===== config.mk =====
export PLATFORM = sky130hd
export DESIGN_NAME = pc_sequencer_flat
export DESIGN_NICKNAME = d
export VERILOG_FILES = /design/src/rtl/pc_sequencer_if.sv /design/src/rtl/pc_sequencer.sv /design/src/flat_wrapper.sv
export SDC_FILE = /design/constraint.sdc
export NUM_CORES = 1
export LEC_CHECK = 0
export ABC_AREA = 1
export BUFFER_PORTS_ARGS = -buffer_cell sky130_fd_sc_hd__buf_2
export CORE_MARGIN = 2
export CORE_UTILIZATION = 50
export CTS_BUF_LIST = sky130_fd_sc_hd__clkbuf_4 sky130_fd_sc_hd__clkbuf_8
export CTS_CLUSTER_SIZE = 25
export DETAILED_ROUTE_END_ITERATION = 10
export PLACE_DENSITY = 0.77
export SYNTH_ARGS = -nofsm -noshare
export SYNTH_HDL_FRONTEND = slang
export SYNTH_SLANG_ARGS = --single-unit

===== constraint.sdc =====
create_clock -name i_clk -period 14.7 [get_ports i_clk]
set_input_delay 2.94 -clock i_clk [delete_from_list [all_inputs] [get_ports i_clk]]
set_output_delay 2.94 -clock i_clk [all_outputs]
set_load 0.01 [all_outputs]

===== src/rtl/pc_sequencer_if.sv =====
// rtl/pc_sequencer_if.sv - fetch sequencer control, instruction-memory and decoder bundle
//
// Signals:
//   i_stall, i_branch_taken, i_branch_target   pipeline control into the sequencer
//   o_pc                                       PC of the instruction fetched or held
//   o_imem_req, o_imem_addr                    instruction-memory fetch request
//   i_imem_ack, i_imem_data                    instruction-memory completion
//   o_instr, o_instr_valid, i_instr_ready      decoder handshake
// Modports:
//   slave   the sequencer itself
//   master  the surrounding pipeline / memory / decoder
interface pc_sequencer_if;
  logic        i_stall;
  logic        i_branch_taken;
  logic [63:0] i_branch_target;
  logic [63:0] o_pc;
  logic        o_imem_req;
  logic [63:0] o_imem_addr;
  logic        i_imem_ack;
  logic [31:0] i_imem_data;
  logic [31:0] o_instr;
  logic        o_instr_valid;
  logic        i_instr_ready;

  modport slave (
    input  i_stall, i_branch_taken, i_branch_target,
    input  i_imem_ack, i_imem_data, i_instr_ready,
    output o_pc, o_imem_req, o_imem_addr, o_instr, o_instr_valid
  );

  modport master (
    output i_stall, i_branch_taken, i_branch_target,
    output i_imem_ack, i_imem_data, i_instr_ready,
    input  o_pc, o_imem_req, o_imem_addr, o_instr, o_instr_valid
  );
endinterface


===== src/rtl/pc_sequencer.sv =====
// rtl/pc_sequencer.sv - program counter and instruction fetch sequencer
//
// Ports:
//   i_clk   single clock, rising edge
//   i_rst   asynchronous active-high reset
//   bus     pc_sequencer_if.slave: control, instruction memory and decoder
// Parameters:
//   RESET_VECTOR  PC and fetch address loaded on reset
module pc_sequencer #(
  parameter logic [63:0] RESET_VECTOR = 64'h0
) (
  input  logic           i_clk,
  input  logic           i_rst,
  pc_sequencer_if.slave  bus
);

  typedef enum logic [1:0] {
    ST_IDLE  = 2'd0,
    ST_REQ   = 2'd1,
    ST_VALID = 2'd2
  } state_t;

  state_t      state;
  logic [63:0] pc_q;
  logic [63:0] addr_q;
  logic        req_q;
  logic [31:0] instr_q;
  logic        valid_q;
  // Set when the outstanding request was issued for a PC that has since been
  // redirected; its returning data must be dropped and the fetch re-issued.
  logic        squash_q;

  logic [63:0] target_pc;
  logic [63:0] seq_pc;

  assign target_pc = bus.i_branch_target & ~64'h3;
  assign seq_pc    = pc_q + 64'd4;

  always_ff @(posedge i_clk or posedge i_rst) begin
    if (i_rst) begin
      state    <= ST_IDLE;
      pc_q     <= RESET_VECTOR;
      addr_q   <= RESET_VECTOR;
      req_q    <= 1'b0;
      instr_q  <= 32'h0;
      valid_q  <= 1'b0;
      squash_q <= 1'b0;
    end else begin
      case (state)
        ST_IDLE: begin
          // Any ack seen here belongs to a request abandoned by reset.
          state <= ST_REQ;
          req_q <= 1'b1;
          if (bus.i_branch_taken) begin
            pc_q   <= target_pc;
            addr_q <= target_pc;
          end else begin
            addr_q <= pc_q;
          end
        end

        ST_REQ: begin
          if (bus.i_branch_taken) begin
            pc_q <= target_pc;
            if (bus.i_imem_ack) begin
              // Old fetch completes as we redirect: drop it, fetch target next.
              squash_q <= 1'b0;
              addr_q   <= target_pc;
            end else begin
              // Address must stay stable until the memory answers.
              squash_q <= 1'b1;
            end
          end else if (bus.i_imem_ack) begin
            if (squash_q) begin
              squash_q <= 1'b0;
              addr_q   <= pc_q;
            end else begin
              instr_q <= bus.i_imem_data;
              valid_q <= 1'b1;
              req_q   <= 1'b0;
              state   <= ST_VALID;
            end
          end
        end

        ST_VALID: begin
          if (bus.i_branch_taken) begin
            pc_q    <= target_pc;
            addr_q  <= target_pc;
            valid_q <= 1'b0;
            req_q   <= 1'b1;
            state   <= ST_REQ;
          end else if (!bus.i_stall && bus.i_instr_ready) begin
            pc_q    <= seq_pc;
            addr_q  <= seq_pc;
            valid_q <= 1'b0;
            req_q   <= 1'b1;
            state   <= ST_REQ;
          end
        end

        default: begin
          state <= ST_IDLE;
          req_q <= 1'b0;
        end
      endcase
    end
  end

  assign bus.o_pc          = pc_q;
  assign bus.o_imem_req    = req_q;
  assign bus.o_imem_addr   = addr_q;
  assign bus.o_instr       = instr_q;
  assign bus.o_instr_valid = valid_q;

endmodule


===== src/flat_wrapper.sv =====
// flat-port wrapper written by rule: the top's interface ports become plain ports
module pc_sequencer_flat 
#(
  parameter logic [63:0] RESET_VECTOR = 64'h0
)
  (i_clk, i_rst, bus_i_stall, bus_i_branch_taken, bus_i_branch_target, bus_i_imem_ack, bus_i_imem_data, bus_i_instr_ready, bus_o_pc, bus_o_imem_req, bus_o_imem_addr, bus_o_instr, bus_o_instr_valid);
  pc_sequencer_if bus_i ();
  input  logic i_clk;
  input  logic i_rst;
  input wire logic [$bits(bus_i.i_stall)-1:0] bus_i_stall;
  input wire logic [$bits(bus_i.i_branch_taken)-1:0] bus_i_branch_taken;
  input wire logic [$bits(bus_i.i_branch_target)-1:0] bus_i_branch_target;
  input wire logic [$bits(bus_i.i_imem_ack)-1:0] bus_i_imem_ack;
  input wire logic [$bits(bus_i.i_imem_data)-1:0] bus_i_imem_data;
  input wire logic [$bits(bus_i.i_instr_ready)-1:0] bus_i_instr_ready;
  output wire logic [$bits(bus_i.o_pc)-1:0] bus_o_pc;
  output wire logic [$bits(bus_i.o_imem_req)-1:0] bus_o_imem_req;
  output wire logic [$bits(bus_i.o_imem_addr)-1:0] bus_o_imem_addr;
  output wire logic [$bits(bus_i.o_instr)-1:0] bus_o_instr;
  output wire logic [$bits(bus_i.o_instr_valid)-1:0] bus_o_instr_valid;
  assign bus_i.i_stall = bus_i_stall;
  assign bus_i.i_branch_taken = bus_i_branch_taken;
  assign bus_i.i_branch_target = bus_i_branch_target;
  assign bus_i.i_imem_ack = bus_i_imem_ack;
  assign bus_i.i_imem_data = bus_i_imem_data;
  assign bus_i.i_instr_ready = bus_i_instr_ready;
  assign bus_o_pc = bus_i.o_pc;
  assign bus_o_imem_req = bus_i.o_imem_req;
  assign bus_o_imem_addr = bus_i.o_imem_addr;
  assign bus_o_instr = bus_i.o_instr;
  assign bus_o_instr_valid = bus_i.o_instr_valid;
  pc_sequencer #(.RESET_VECTOR(RESET_VECTOR)) u_core (.i_clk(i_clk), .i_rst(i_rst), .bus(bus_i));
endmodule

==> results of run 1 <==
## per-stage QoR
step / cells / area [um2] / util, % / power (mW)
6_report: 1685 / 10900 / 60.9 / 2.01
3_5_place_dp: 1653 / 10500 / 58.5 / 1.67
4_1_cts: 1685 / 10900 / 60.9 / 2.01
3_3_place_gp: 1653 / 10500 / 58.5 / 1.65
5_1_grt: 1685 / 10900 / 60.9 / 2.15
2_1_floorplan: 1205 / 9070 / - / 1.32
## layout make-up
class / count / area share [%]
Clock buffer: 17 / 2.15
Clock inverter: 15 / 1.74
Tap cell: 229 / 2.63
Sequential cell: 164 / 37.6
Inverter: 65 / 2.28
Timing Repair Buffer: 266 / 12.3
Multi-Input combinational cell: 929 / 41.2
## where the power goes
group	internal, mW	switching, mW	total [mW]	leakage, nW
Sequential	0.641	0.204	0.845	1.99
Clock	0.131	0.208	0.339	0.206
Combinational	0.320	0.504	0.824	3.18
## routing by layer
metal  up-vias  wire length (um)  track usage, %
li1       4412                 -               -
met1      4308             12900            42.5
met2       426             13900            50.7
met3        53              2540            7.77
met4         2               935            11.0
met5         -                12               0
## cell usage after synthesis
master,n,share of area (%)
a2bb2oi_1,1,0.097
ha_1,1,0.14
o21ai_4,1,0.18
xor2_1,20,1.9
nor2_2,11,0.76
o221ai_1,5,0.48
dfrtp_1,164,45
nor2_1,151,6.2
nand4_1,14,0.97
a21oi_1,3,0.17
a31oi_1,34,2.3
nor3_4,2,0.36
nand2_2,6,0.41
a22oi_1,47,3.9
o21bai_1,4,0.33
buf_4,4,0.33
clkinv_1,1,0.041
nor2_4,2,0.25
nand3_1,41,2.3
buf_1,1,0.041
o21ai_0,32,1.8
inv_1,56,2.3
o22ai_1,1,0.069
nand3b_1,4,0.33
nand2_4,2,0.25
xnor2_1,6,0.58
nand3_2,1,0.11
nand2_1,476,20
and3_1,1,0.069
clkbuf_1,23,0.95
a21boi_0,2,0.17
buf_2,17,0.94
nor3_1,2,0.11
inv_2,8,0.33
mux2_2,32,4.0
o21ai_1,22,1.2
o211ai_1,5,0.41
buf_6,2,0.25
## worst reg2reg max path, stage by stage (launching register included)
cell and delay [ns]:
dfrtp_1 0.42, inv_2 0.11, nand2_4 0.09, inv_2 0.14, nand2_2 0.32, inv_2 0.70, o21ai_4 0.17, nand2_4 0.45
nor3_4 0.05, buf_4 0.38, inv_2 0.83, o21ai_0 0.23
## worst max path at each step
stage	start	endpoint	slack, ns	cells past startpoint
after floorplan	i_rst	u_core.bus.o_imem_addr[0]	7.33	1
after global routing	bus_i_branch_taken	u_core.bus.o_imem_addr[16]	7.40	12
after CTS	bus_i_branch_taken	u_core.bus.o_imem_addr[17]	7.81	11
after detailed placement	bus_i_branch_taken	u_core.bus.o_imem_addr[15]	7.29	12
after global placement	bus_i_branch_taken	u_core.bus.o_imem_addr[17]	7.34	12
final	bus_i_branch_taken	u_core.bus.o_imem_addr[18]	7.79	12
## cells by family after synthesis
| logic type | count (synthesis) | share of synthesized area (%) |
|---|---|---|
| simple gates | 713 | 31.8 |
| flops | 164 | 45.2 |
| compound gates | 157 | 11.1 |
| buf+inv | 112 | 5.20 |
| mux | 32 | 3.97 |
| xor+xnor | 26 | 2.51 |
| fa+ha+maj | 1 | 0.138 |
## layout by cell type, fill, tap and decap left out, types with 6 or more instances in the layout
cell type  Yosys  layout
nand4_1       14      14
nand3_1       41      41
a31oi_1       34      34
a22oi_1       47      47
o21ai_0       32      32
inv_1         56      55
o21ai_1       22      22
xor2_1        20      20
inv_2          8       8
nand2_1      476     476
nor2_1       151     151
nand2_2        6       6
nor2_2        11      11
xnor2_1        6       6
mux2_2        32      32
buf_2         17     261
dfrtp_1      164     164
clkinv_8       0       7
clkbuf_8       0      17
## state kept, by name, indices dropped and copies added (netlist names)
name and flops:
u_core.bus.o_pc 64, u_core.state 2, u_core.bus.o_instr_valid 1, u_core.squash_q 1
u_core.bus.o_imem_addr 64, u_core.bus.o_instr 32
==> impl_metrics.csv, run 1 <==
group,metric,value,unit
flow_run,max_cap_violations,0,
global_route,grt_max_degree,84,
critical_path,critPathMostFrequentCell,"inv_2",
critical_path,crit_slowest_cell,"buf_4",
place,place_ws,7.29,ns
sta,setup_ws,7.79,ns
clocking,clock_latency,0.47,ns
critical_path,critPathLaunchType,"primary input",
clocking,cts.hold.buffers_added,0,
clocking,clk_pin_slew,0.11,ns
die,dieArea,19200,um2
clocking,ctsResizeCount,0,
die,start_util,50.7,%
sta,hold_viol,0,
finish,antenna_cells,0,
drt,wl_per_cell,18.0,um
sta,finalCritPeriodShare,47.0,%
clocking,numClockSinks,164,
logic_synthesis,synth_fp_nets,1308,
critical_path,reg2reg_depth,11,
sta,fin_tns_setup,0,ns
sta,final.min_clock_period,6.91,ns
logic_synthesis,synth-seq-area-share,45.2,%
power,p_leak,5.38,nW
logic_synthesis,yosys_warnings,0,
critical_path,r2r-end,"u_core.bus.o_imem_addr[17]",
die,die_h,139,um
sta,drv_slew,0,
finish,final_nets,1546,
clocking,cts_root_buffer,"clkbuf_8",
critical_path,critPathMaxFanout,75,
drt,wirelength,30300,um
sta,fin_skew,0.0159,ns
critical_path,crit_path_end_kind,"register",
logic_synthesis,netlist_area,9070,um2
global_route,gr-total-overflow,0,
die,core-area,17900,um2
critical_path,rr_startpoint,"u_core.state[0]",
clocking,post_cts_buffers,0,
sta,rsz0062_at_grt,"false",
die,rows,49,
critical_path,crit_buf_inv,6,
run_status,status,"complete, no violations",
clocking,htree_levels,4,
power,powerDensity,184,nW/um2
global_route,grt_pass1_vias,8892,
drt,vias,9201,
clocking,cts_tree,"built",
logic_synthesis,synth_seq_cells,164,
min_path,hold_path_class,"reg -> reg",
finish,multi_input_area,4500,um2
critical_path,crit_chain,"buf_2, buf_4, inv_2, nand2_2, inv_2, o21ai_4, nand2_4, nor3_4, buf_4, inv_2, nand2_1, o21ai_0",
place,place_hpwl,22700,um
place,routabilityCongestion,0.998,
sta,fin_hold_ws,0.479,ns
finish,nFillCells,1688,
sta,slew_headroom,30.8,%
drt,drt-pass1-iter-count,8,
finish,seqCellArea,4100,um2
min_path,holdPathStages,2,
global_route,grt_first_pass_wirelength,47900,um
critical_path,cp_data_required_time,15.02,ns
logic_synthesis,synthCells,1205,
sta,finalSetupViolations,0,
die,ioPinCount,264,
sta,fmax,145,MHz
die,die_x,139,um
critical_path,cp_top_family,"buffers and inverters",
drt,drt_iter0_drc,758,
min_path,hp-start,"u_core.bus.o_imem_addr[4]",
clocking,clockBufferDepth,2,
finish,layout-drive-gt1-share,25.0,%
drt,drc_errors,0,
critical_path,crit_arrival,7.22,ns
global_route,grt.total_usage,31.7,%
logic_synthesis,synth_cell_type_count,38,
drt,postRouteAntennaNets,0,
power,ir_drop,0.000155,V
critical_path,cpPeakStageDelay,0.67,ns
drt,vias_per_cell,5.46,
global_route,grt_antenna_before_repair,1,
critical_path,r2r_setup_slack,10.66,ns
min_path,hold-path-endpoint,"u_core.bus.o_imem_addr[4]",
place,portBuffers,261,
clocking,numCtsBuffers,17,
sta,tightest_slew,1.04,ns
finish,area_growth,20.2,%
logic_synthesis,avgSynthCellArea,7.53,um2
critical_path,critPathKind,"in -> reg",
Note: power is estimated with default switching activity, not from simulation.
==> run 2, diff against run 1 <==
- ABC_AREA: 1 -> 0
- clock period: 14.7 -> 7.2 ns (I/O delays scaled with it)
==> impl_metrics.csv, run 2 <==
group,metric,value,unit
clocking,numCtsBuffers,17,
global_route,gr-total-overflow,0,
logic_synthesis,synth_edf_count,0,
finish,layout-drive-gt1-share,28.3,%
drt,drt-pass1-iter-count,6,
clocking,clockBufferDepth,2,
place,place_area,10600,um2
sta,tightest_slew,0.954,ns
sta,fin_tns_setup,0,ns
global_route,grt.total_usage,28.1,%
clocking,cts_tree,"built",
finish,final_cell_mix,"buf_2 (260), dfrtp_1 (164), nand2_1 (136)",
place,routabilityCongestion,0.829,
drt,drt_iter0_drc,741,
finish,seqCellArea,4100,um2
sta,final.min_clock_period,3.97,ns
critical_path,r2r_setup_slack,4.06,ns
finish,nFillCells,1617,
finish,final_nets,1353,
drt,postRouteAntennaNets,0,
clocking,numClockSinks,164,
sta,rsz0062_at_grt,"false",
power,power,3.85,mW
logic_synthesis,synthCells,1041,
die,core-area,18000,um2
drt,vias,8874,
logic_synthesis,avgSynthCellArea,8.83,um2
drt,vias_per_cell,5.95,
clocking,clock_latency,0.48,ns
critical_path,crit_path_end_kind,"register",
power,p_leak,4.87,nW
sta,finalCritPeriodShare,55.1,%
drt,wirelength,27700,um
die,die_h,140,um
critical_path,rr_startpoint,"u_core.bus.o_pc[12]",
critical_path,reg2reg_depth,6,
logic_synthesis,yosysTopAreaCellShare,44.6,%
finish,antenna_cells,0,
place,portBuffers,261,
critical_path,cp_data_required_time,7.52,ns
min_path,holdPathStages,2,
global_route,grt_first_pass_wirelength,44400,um
die,die_x,140,um
clocking,post_cts_buffers,0,
min_path,hp-start,"u_core.bus.o_imem_addr[17]",
logic_synthesis,netlist_area,9190,um2
finish,area_growth,19.6,%
logic_synthesis,yosys.area.top_type,"dfrtp_1",
logic_synthesis,synth-seq-area-share,44.6,%
logic_synthesis,synth_cell_type_count,60,
die,ioPinCount,264,
die,rows,49,
critical_path,critPathMaxFanout,71,
finish,final_cells,1492,
logic_synthesis,synth_fp_nets,1144,
run_status,status,"complete, no violations",
logic_synthesis,synthArstFlopShare,100,%
finish,multi_input_area,4740,um2
clocking,cts.hold.buffers_added,0,
logic_synthesis,ys.flop_type,"dfrtp_1",
critical_path,critPathKind,"in -> reg",
sta,fmax,252,MHz
clocking,cts_root_buffer,"clkbuf_8",
power,ir_drop,0.000237,V
critical_path,r2r-end,"u_core.bus.o_imem_addr[62]",
critical_path,crit_arrival,4.29,ns
drt,drc_errors,0,
clocking,htree_levels,4,
flow_run,max_cap_violations,0,
min_path,hold_path_class,"reg -> reg",
global_route,grt_antenna_before_repair,1,
finish,final_common_cell,"buf_2",
sta,drv_slew,0,
die,dieArea,19500,um2
place,place_hpwl,18900,um
drt,wl_per_cell,18.6,um
global_route,grt_max_degree,94,
logic_synthesis,yosys_warnings,0,
sta,fin_skew,0.0207,ns
logic_synthesis,synth_most_common_cell,"dfrtp_1",
logic_synthesis,synthTopCellsByArea,"dfrtp_1 (45%), o21ai_0 (6.0%), nand2_1 (5.6%)",
die,start_util,51.0,%
place,dp.cells,1460,
logic_synthesis,synth_common_cells,"dfrtp_1 (164), nand2_1 (137), o21ai_0 (110)",
sta,hold_viol,0,
sta,slew_headroom,36.4,%
power,powerDensity,350,nW/um2
global_route,grt_pass1_vias,8318,
critical_path,critPathLaunchType,"primary input",
min_path,hold-path-endpoint,"u_core.bus.o_imem_addr[17]",
logic_synthesis,synth_seq_cells,164,
clocking,clk_pin_slew,0.11,ns
finish,design_area,11000,um2
sta,finalSetupViolations,0,
clocking,ctsResizeCount,0,
-- run 2: cell types whose count changed in the layout (fill, tap and decap cells not counted), moves of 27 or more --
cell | previous run | this run
nand2_1 | 476 | 136
o21ai_0 | 32 | 110
nor2_1 | 151 | 91
inv_1 | 55 | 7
a21oi_1 | 3 | 45
a22oi_1 | 47 | 7
nor3_1 | 2 | 29
-- run 2: worst max path at each step --
| stage | startpoint | endpoint | cells after the start |
|---|---|---|---|
| 6_report | bus_i_branch_taken | u_core.bus.o_imem_addr[53] | 8 |
| 5_1_grt | bus_i_branch_taken | u_core.bus.o_imem_addr[53] | 8 |
| 4_1_cts | bus_i_branch_taken | u_core.bus.o_imem_addr[53] | 8 |
| 3_5_place_dp | bus_i_branch_taken | u_core.bus.o_imem_addr[53] | 8 |
| 3_3_place_gp | bus_i_branch_taken | u_core.bus.o_imem_addr[53] | 8 |
| 2_1_floorplan | i_rst | u_core.bus.o_imem_addr[0] | 1 |
-- run 2: metal layers --
metal / up-vias / share of wire (%) / track usage, %
met2: 430 / 47 / 44.4
met3: 42 / 8.2 / 5.64
li1: 4173 / - / -
met4: 2 / 1.9 / 9.26
met1: 4227 / 43 / 39.1
met5: - / 0.025 / 0
-- run 2: stage by stage --
| step | hold slack (ns) | setup slack, ns | utilization (%) |
|---|---|---|---|
| after global placement | 0.454 | 2.82 | 58.7 |
| final | 0.484 | 3.23 | 61.0 |
| after global routing | 0.503 | 3.05 | 61.0 |
| after CTS | 0.485 | 3.26 | 61.0 |
| after floorplan | 0.508 | 1.33 | - |
| after detailed placement | 0.461 | 2.78 | 58.7 |
-- run 2: cell type report --
type / instances / area share, %
Multi-Input combinational cell: 783 / 43.1
Sequential cell: 164 / 37.3
Timing Repair Buffer: 275 / 12.9
Tap cell: 229 / 2.61
Clock buffer: 17 / 2.13
Clock inverter: 15 / 1.59
Inverter: 9 / 0.353
-- run 2: critical path: stages --
cell	delay, ns
buf_4	0.45
buf_4	0.69
o21ai_0	0.35
nand2_1	0.16
nand2_2	0.40
buf_4	0.39
a211oi_1	0.29
o22ai_1	0.11
-- run 2: power by group --
group          switching (mW)  internal (mW)
clock network           0.434          0.268
logic                   0.865          0.658
registers               0.341           1.28
-- run 2: cell families (layout without fill, tap and decap cells) --
family                   Yosys count  count (layout)  synth area share [%]
adder cells (fa/ha/maj)            1               1                 0.136
multiplexers                      52              52                  6.11
buffers and inverters             94             316                  4.07
XOR/XNOR                          48              48                  4.57
flip-flops                       164             164                  44.6
AND/OR/NAND/NOR                  394             394                  20.9
AO/OA/AOI/OAI                    288             288                  19.6
==> run 3, diff against run 2 <==
- clock period: 7.2 -> 3.7 ns (I/O delays scaled with it)
==> impl_metrics.csv, run 3 (same netlist as run 2, synthesis figures left out) <==
group,metric,value,unit
finish,final_nets,1363,
power,powerDensity,679,nW/um2
critical_path,critPathMaxFanout,16,
die,start_util,51.0,%
sta,tightest_slew,0.937,ns
critical_path,crit_arrival,3.43,ns
clocking,htree_levels,4,
power,ir_drop,0.000411,V
clocking,numCtsBuffers,17,
drt,vias_per_cell,5.96,
global_route,grt_pass1_vias,8369,
clocking,clockBufferDepth,2,
sta,rsz0062_at_grt,"false",
power,p_seq_share,41.7,%
die,dieArea,19500,um2
place,portBuffers,261,
min_path,hold_path_class,"in -> async",
die,rows,49,
critical_path,critPathLaunchType,"register",
sta,fmax,323,MHz
critical_path,reg2reg_depth,6,
global_route,grt_antenna_before_repair,1,
power,sw_frac_of_total,41.9,%
sta,finalSetupViolations,0,
finish,final_common_cell,"buf_2",
global_route,grt_max_degree,77,
clocking,numClockSinks,164,
clocking,cts_tree,"built",
power,p_sw,3.16,mW
die,core-area,18000,um2
drt,postRouteAntennaNets,0,
power,clockPowerShare,18.4,%
global_route,grt_first_pass_wirelength,44600,um
global_route,gr-total-overflow,0,
power,combPwrFrac,40.0,%
critical_path,r2r-end,"u_core.bus.o_imem_addr[58]",
die,die_x,140,um
clocking,ctsResizeCount,0,
sta,final.min_clock_period,3.09,ns
drt,drt-pass1-iter-count,5,
clocking,clock_latency,0.48,ns
place,place_hpwl,19300,um
sta,fin_skew,0.0236,ns
global_route,grt.total_usage,28.4,%
power,intPower,4.38,mW
drt,vias,8955,
critical_path,rr_startpoint,"u_core.bus.o_pc[14]",
clocking,cts.hold.buffers_added,0,
drt,wirelength,28000,um
sta,finalCritPeriodShare,83.6,%
die,die_h,140,um
place,routabilityCongestion,0.901,
clocking,clk_pin_slew,0.10,ns
drt,drt_iter0_drc,812,
die,ioPinCount,264,
run_status,status,"complete, no violations",
finish,final_cell_mix,"buf_2 (260), dfrtp_1 (164), nand2_1 (136)",
sta,fin_hold_ws,0.451,ns
sta,hold_viol,0,
critical_path,crit_start,"u_core.bus.o_pc[14]",
power,p_leak,4.93,nW
critical_path,cp_data_required_time,4.03,ns
sta,slew_headroom,37.4,%
clocking,post_cts_buffers,0,
critical_path,crit_path_end_kind,"register",
finish,area_growth,21.0,%
sta,drv_slew,0,
drt,drc_errors,0,
sta,fin_tns_setup,0,ns
drt,wl_per_cell,18.6,um
critical_path,critPathKind,"reg -> reg",
finish,layout-drive-gt1-share,28.9,%
clocking,cts_root_buffer,"clkbuf_8",
flow_run,max_cap_violations,0,
critical_path,r2r_setup_slack,0.61,ns
-- run 3: layer usage --
| metal | vias up | share of wire (%) | global-route usage, % |
|---|---|---|---|
| met5 | - | 0.057 | 0 |
| met4 | 2 | 2.3 | 9.11 |
| met3 | 52 | 7.7 | 5.88 |
| met2 | 426 | 47 | 45.5 |
| met1 | 4271 | 43 | 38.9 |
| li1 | 4204 | - | - |
-- run 3: power groups by stage --
stage | registers, mW | clock network, mW | logic [mW]
6_report | 3.15 | 1.39 | 3.02
5_1_grt | 3.24 | 1.48 | 3.32
4_1_cts | 3.13 | 1.40 | 3.03
3_5_place_dp | 3.17 | 0 | 3.02
3_3_place_gp | 3.13 | 0 | 2.96
2_1_floorplan | 3.35 | 0 | 1.53
-- run 3: worst max-delay path by stage --
stage | cells past startpoint | endpoint | slack [ns]
floorplan | 1 | u_core.bus.o_imem_addr[0] | 0.88
global placement | 6 | u_core.bus.o_imem_addr[62] | 0.72
detailed placement | 6 | u_core.bus.o_imem_addr[62] | 0.67
CTS | 6 | u_core.bus.o_imem_addr[62] | 0.66
global route | 6 | u_core.bus.o_pc[50] | 0.47
finish | 6 | u_core.bus.o_imem_addr[58] | 0.61
-- run 3: critical path, stage by stage (launching register included) --
cell	delay, ns
dfrtp_1	0.50
nand3_2	0.17
or4_1	0.62
or4_1	0.97
nor3_1	0.44
nand3b_1	0.16
o211ai_1	0.08
-- run 3: metrics by stage --
stage	util (%)	power, mW	cell area, um2	worst slack [ns]	std cells
2_1_floorplan	-	4.88	9200	0.875	1041
3_3_place_gp	59.4	6.09	10700	0.716	1470
3_5_place_dp	59.4	6.19	10700	0.673	1470
4_1_cts	61.7	7.57	11100	0.662	1502
5_1_grt	61.7	8.04	11100	0.470	1502
6_report	61.7	7.55	11100	0.607	1503
-- run 3: cell type report --
| cell class | count | area, um2 |
|---|---|---|
| inverters | 9 | 37.5 |
| well taps | 229 | 287 |
| clock buffers | 17 | 234 |
| clock inverters | 15 | 179 |
| multi-input cells | 783 | 4740 |
| diodes | 1 | 2.50 |
| repair buffers | 285 | 1540 |
| flip-flops and latches | 164 | 4100 |
| fillers | 1646 | 6900 |
